[config.mk]
export PLATFORM = sky130hd
export DESIGN_NAME = fir_cmplx_interp
export DESIGN_NICKNAME = d
export VERILOG_FILES = /design/src/rtl/fir_pkg.sv /design/src/rtl/cmplx_mac.sv /design/src/rtl/fir_cmplx_interp.sv
export SDC_FILE = /design/constraint.sdc
export NUM_CORES = 1
export LEC_CHECK = 0
export ABC_CLOCK_PERIOD_IN_PS = 4980
export CAP_MARGIN = 10
export CORE_AREA = 2 2 119 121
export CTS_CLUSTER_DIAMETER = 150
export DETAILED_ROUTE_END_ITERATION = 7
export DIE_AREA = 0 0 121 123
export PLACE_DENSITY = 0.85
export SYNTH_ARGS = -nofsm -noshare
export SYNTH_HDL_FRONTEND = slang
export SYNTH_SLANG_ARGS = --single-unit
export TNS_END_PERCENT = 1
[constraint.sdc]
create_clock -name clk -period 4.98 [get_ports clk]
set_input_delay 0.498 -clock clk [delete_from_list [all_inputs] [get_ports clk]]
set_output_delay 0.498 -clock clk [all_outputs]
set_load 0.02 [all_outputs]
[src/rtl/fir_pkg.sv]
// Shared types and fixed-point helpers for the complex FIR family.
// Used by both the interpolating and the decimating filters.
package fir_pkg;

    typedef enum logic [1:0] {
        LOAD,
        MAC,
        WRITE
    } fir_interp_state_t;

    localparam int MAX_W = 64;

    // Full-precision signed product, arithmetic shift, keep the low MAX_W bits.
    function automatic logic signed [MAX_W-1:0] scaled_prod(
        input logic signed [MAX_W-1:0] a,
        input logic signed [MAX_W-1:0] b,
        input int frac
    );
        logic signed [2*MAX_W-1:0] p;
        p = (2*MAX_W)'(a) * (2*MAX_W)'(b);
        p = p >>> frac;
        return p[MAX_W-1:0];
    endfunction

endpackage

[src/rtl/cmplx_mac.sv]
// Combinational complex multiply with fixed-point rescale.
// Products are truncated to DATA_WIDTH; the sums wrap.
module cmplx_mac
    import fir_pkg::*;
#(
    parameter int DATA_WIDTH = 32,
    parameter int FRAC_BITS  = 10
) (
    input  logic [DATA_WIDTH-1:0] hr,
    input  logic [DATA_WIDTH-1:0] hi,
    input  logic [DATA_WIDTH-1:0] xr,
    input  logic [DATA_WIDTH-1:0] xi,
    output logic [DATA_WIDTH-1:0] pr,
    output logic [DATA_WIDTH-1:0] pi
);

    if (DATA_WIDTH > MAX_W) begin : g_bad_width
        $error("cmplx_mac: DATA_WIDTH exceeds MAX_W");
    end

    function automatic logic [DATA_WIDTH-1:0] mul(
        input logic [DATA_WIDTH-1:0] a,
        input logic [DATA_WIDTH-1:0] b
    );
        logic signed [MAX_W-1:0] p;
        p = scaled_prod(MAX_W'($signed(a)), MAX_W'($signed(b)), FRAC_BITS);
        return p[DATA_WIDTH-1:0];
    endfunction

    assign pr = mul(hr, xr) - mul(hi, xi);
    assign pi = mul(hr, xi) + mul(hi, xr);

endmodule

[src/rtl/fir_cmplx_interp.sv]
// Polyphase interpolating complex FIR: one input sample yields INTERP outputs,
// each phase computed one complex tap per cycle through a shared cmplx_mac.
module fir_cmplx_interp
    import fir_pkg::*;
#(
    parameter int INTERP     = 4,
    parameter int TAPS       = 32,
    parameter int DATA_WIDTH = 32,
    parameter int FRAC_BITS  = 10,
    parameter logic signed [0:TAPS-1][DATA_WIDTH-1:0] h_real = '0,
    parameter logic signed [0:TAPS-1][DATA_WIDTH-1:0] h_imag = '0
) (
    input  logic                  clk,
    input  logic                  rst_n,
    input  logic [DATA_WIDTH-1:0] x_real_in,
    input  logic [DATA_WIDTH-1:0] x_imag_in,
    input  logic                  x_real_in_empty,
    input  logic                  x_imag_in_empty,
    output logic                  x_real_in_rd_en,
    output logic                  x_imag_in_rd_en,
    output logic [DATA_WIDTH-1:0] y_real_out,
    output logic [DATA_WIDTH-1:0] y_imag_out,
    input  logic                  y_real_out_full,
    input  logic                  y_imag_out_full,
    output logic                  y_real_out_wr_en,
    output logic                  y_imag_out_wr_en
);

    localparam int P  = TAPS / INTERP;
    localparam int KW = (P > 1) ? $clog2(P) : 1;
    localparam int PW = (INTERP > 1) ? $clog2(INTERP) : 1;
    localparam int IW = (TAPS > 1) ? $clog2(TAPS) : 1;

    if (TAPS % INTERP != 0) begin : g_bad_taps
        $error("fir_cmplx_interp: TAPS must be a multiple of INTERP");
    end

    fir_interp_state_t state;
    logic [KW-1:0] k;
    logic [PW-1:0] phase;
    logic [DATA_WIDTH-1:0] hist_re [P];
    logic [DATA_WIDTH-1:0] hist_im [P];
    logic [DATA_WIDTH-1:0] acc_re, acc_im;

    logic rd_en, wr_en;
    logic [IW-1:0] h_idx;
    logic [DATA_WIDTH-1:0] hr, hi, xr, xi, pr, pi;
    logic [DATA_WIDTH-1:0] acc_re_nxt, acc_im_nxt;

    assign rd_en = (state == LOAD) && !x_real_in_empty && !x_imag_in_empty;
    assign wr_en = (state == WRITE) && !y_real_out_full && !y_imag_out_full;

    assign x_real_in_rd_en  = rd_en;
    assign x_imag_in_rd_en  = rd_en;
    assign y_real_out_wr_en = wr_en;
    assign y_imag_out_wr_en = wr_en;

    // Phase p of output uses every INTERP-th prototype tap starting at p.
    assign h_idx = IW'(int'(k) * INTERP + int'(phase));
    assign hr    = h_real[h_idx];
    assign hi    = h_imag[h_idx];
    assign xr    = hist_re[k];
    assign xi    = hist_im[k];

    cmplx_mac #(
        .DATA_WIDTH (DATA_WIDTH),
        .FRAC_BITS  (FRAC_BITS)
    ) u_mac (
        .hr (hr),
        .hi (hi),
        .xr (xr),
        .xi (xi),
        .pr (pr),
        .pi (pi)
    );

    assign acc_re_nxt = ((k == '0) ? '0 : acc_re) + pr;
    assign acc_im_nxt = ((k == '0) ? '0 : acc_im) + pi;

    always_ff @(posedge clk or negedge rst_n) begin
        if (!rst_n) begin
            state      <= LOAD;
            k          <= '0;
            phase      <= '0;
            acc_re     <= '0;
            acc_im     <= '0;
            y_real_out <= '0;
            y_imag_out <= '0;
            for (int j = 0; j < P; j++) begin
                hist_re[j] <= '0;
                hist_im[j] <= '0;
            end
        end else begin
            unique case (state)
                LOAD: begin
                    if (rd_en) begin
                        for (int j = P - 1; j > 0; j--) begin
                            hist_re[j] <= hist_re[j-1];
                            hist_im[j] <= hist_im[j-1];
                        end
                        hist_re[0] <= x_real_in;
                        hist_im[0] <= x_imag_in;
                        phase      <= '0;
                        k          <= '0;
                        state      <= MAC;
                    end
                end
                MAC: begin
                    acc_re <= acc_re_nxt;
                    acc_im <= acc_im_nxt;
                    if (k == KW'(P - 1)) begin
                        y_real_out <= acc_re_nxt;
                        y_imag_out <= acc_im_nxt;
                        state      <= WRITE;
                    end else begin
                        k <= k + 1'b1;
                    end
                end
                WRITE: begin
                    if (wr_en) begin
                        k <= '0;
                        if (phase == PW'(INTERP - 1)) begin
                            state <= LOAD;
                        end else begin
                            phase <= phase + 1'b1;
                            state <= MAC;
                        end
                    end
                end
                default: state <= LOAD;
            endcase
        end
    end

endmodule

==> flow_metrics.env <==
export IMPL_status="completed"
export IMPL_ys_types=65
export IMPL_synth_edf_count=0
export IMPL_drt_total_wl_mm=14.9
export IMPL_critPathTopFamily="compound AO/OA/AOI/OAI gates"
export IMPL_cp_num_buf_inv=2
export IMPL_drtIter0Drc=335
export IMPL_powerDensity_mw_per_mm2=620
export IMPL_end_kind="flip-flop"
export IMPL_grt_ovfl_total=0
export IMPL_maxUsedRoutingLayer="met4"
export IMPL_layout_commonest_cell="nand2_1"
export IMPL_cp_max_fo=29
export IMPL_fin_crit_sh=0.833
export IMPL_worst_pin_slew_ns=1.07
export IMPL_grt_first_pass_wirelength_mm=25.5
export IMPL_wl_met2_mm=7.10
export IMPL_die_height_um=123
export IMPL_yosys_warnings=0
export IMPL_slew_viol_final=0
export IMPL_hold_viol=0
export IMPL_path_cells="inv_1, ha_1, or2b_2, nand2_1, inv_1, ha_1, nor2_4, nor2_2, o32ai_4, o21ai_1, a211o_1, a221o_1, a21o_1, xnor2_1, o21ai_1"
export IMPL_grt_max_degree=96
export IMPL_cap_violations=0
export IMPL_layoutNonFillerInstCount=995
export IMPL_critPathArrivalTime_ns=4.42
export IMPL_gp_congestion=0.844
export IMPL_drc_errors=0
export IMPL_syn_to_final_growth_pct=20.0
export IMPL_clk_pin_slew_ns=0.06
export IMPL_start_util=0.507
export IMPL_ctsHoldBuffers=0
export IMPL_ant_nets=0
export IMPL_finClkSkew_ns=0.00647
export IMPL_worstSetupStartpointType="flip-flop"
export IMPL_finalCriticalPeriod_ns=4.15
export IMPL_reg2reg_from="k[0]"
export IMPL_synth_area_per_cell_um2=9.05
export IMPL_cts_sinks=135
export IMPL_leakage_uw=0.00370
export IMPL_crit_path_start="k[0]"
export IMPL_cts_tree="built"
export IMPL_ctsRootBufferMaster="clkbuf_16"
export IMPL_syn_inst=762
export IMPL_avgViaCountPerCell=5.52
export IMPL_wl_per_cell_um=15.0
export IMPL_slowest_delay_ns=0.55
export IMPL_worstPathRequired_ns=5.25
export IMPL_core_mm2=0.0136
export IMPL_worstSkewPairLatency_ns=0.42
export IMPL_die_w_um=121
export IMPL_synth_nets=846
export IMPL_ys_seq_area_frac=0.490
export IMPL_synth_seq_cells=135
export IMPL_m1WireLength_mm=6.84
export IMPL_htree_levels=4
export IMPL_antenna_found_initial=0
export IMPL_grt_setup_unrepaired="false"
export IMPL_route_met3_wl_um=650
export IMPL_synth_area_mm2=0.00690
export IMPL_cts_path_max_buffers=2
export IMPL_synthFlopType="dfrtp_1"
export IMPL_io_pins=138
export IMPL_async_flop_share=1.00
export IMPL_first_pass_iters=4
export IMPL_hold_class="in -> async"
export IMPL_portBuffers=73
export IMPL_num_vias=5492
export IMPL_crit_path_top_delay_cell="o32ai_4"
export IMPL_cts_buffers=17
export IMPL_worst_setup_path_type="reg -> reg"
export IMPL_grt_use_total=0.214
export IMPL_n_antenna_cell=0
export IMPL_nets=886
export IMPL_slew_headroom=0.284
export IMPL_ir_worst_vdd_uv=326
export IMPL_die_area_mm2=0.0149
export IMPL_tns_ns=0
export IMPL_ctsResizeCount=0
export IMPL_fp_row_count=43
export IMPL_setup_viol=0
export IMPL_place_inst=963
export IMPL_grt_pass1_vias=5217
export IMPL_max_freq_mhz=241
export IMPL_post_cts_setup_buffers=0
export IMPL_mostFrequentLayoutCells="nand2_1, dfrtp_1, o21ai_0"
export IMPL_dpl_hpwl_mm=9.50
export IMPL_drive_above_1_share=0.0822
## cells in the mapped netlist (7+ instances only)
master    count  area, um2
nand2_1     155        582
dfrtp_1     135       3380
o21ai_0      95        475
clkbuf_1     47        176
nor2b_1      47        294
nor2_1       42        158
a21oi_1      26        130
xnor2_1      22        193
ha_1         14        175
inv_1        13       48.8
nand3_1      10       50.1
buf_2         8       40.0
mux2_2        8       90.1
and2_1        7       43.8
## per-stage QoR
stage | total power [uW] | instance area [um2] | setup slack [ns] | utilization | hold slack, ns
floorplan | 3290 | 6900 | 0.811 | - | 0.202
global placement | 3780 | 7680 | 0.920 | 0.564 | 0.461
detailed placement | 3870 | 7680 | 0.854 | 0.564 | 0.469
CTS | 5150 | 8270 | 0.827 | 0.608 | 0.192
global route | 5510 | 8270 | 0.553 | 0.608 | 0.238
finish | 5130 | 8270 | 0.829 | 0.608 | 0.159
## flip-flops by register name, indices dropped and copies added (netlist names)
register,count
state,2
y_imag_out,32
acc_im,32
y_real_out,32
acc_re,32
k,3
phase,2
## per-layer routing
layer / global-route usage / vias to the layer above
met5: 0 / -
met4: 0.0894 / 0
met3: 0.0443 / 26
met2: 0.337 / 135
met1: 0.291 / 2643
li1: - / 2688
## area by class of cell
type	instances	area (um2)
inverter	13	48.8
sequential	135	3380
tap	180	225
clock inverter	11	123
clock buffer	21	470
timing repair buffer	81	792
multi-input combinational	554	3240
fill	1098	5340
## report_power, final
| group | switching [uW] | leakage, uW | internal, uW |
|---|---|---|---|
| clock | 474 | 0.000293 | 776 |
| sequential | 181 | 0.00184 | 1250 |
| combinational | 1470 | 0.00157 | 974 |
| total | 2130 | 0.00370 | 3000 |
## kinds of logic after synthesis
kind of cell / after synthesis / synth area share
AND/OR/NAND/NOR: 306 / 0.209
AO/OA/AOI/OAI: 194 / 0.177
flip-flops: 135 / 0.490
buffers and inverters: 73 / 0.0428
XOR/XNOR: 28 / 0.0356
adder cells (fa/ha/maj): 14 / 0.0254
multiplexers: 12 / 0.0207
## final timing paths
path | endpoint | slack (ns) | depth (start not counted)
max in group asynchronous | acc_im[4] | 3.76 | 2
min in group clk | y_imag_out[17] | 0.48 | 2
min reg2reg | y_imag_out[17] | 0.48 | 2
max | y_real_out[31] | 0.83 | 15
max reg2reg | y_real_out[31] | 0.83 | 15
min | acc_im[16] | 0.16 | 1
Note: power is estimated with default switching activity, not from simulation.
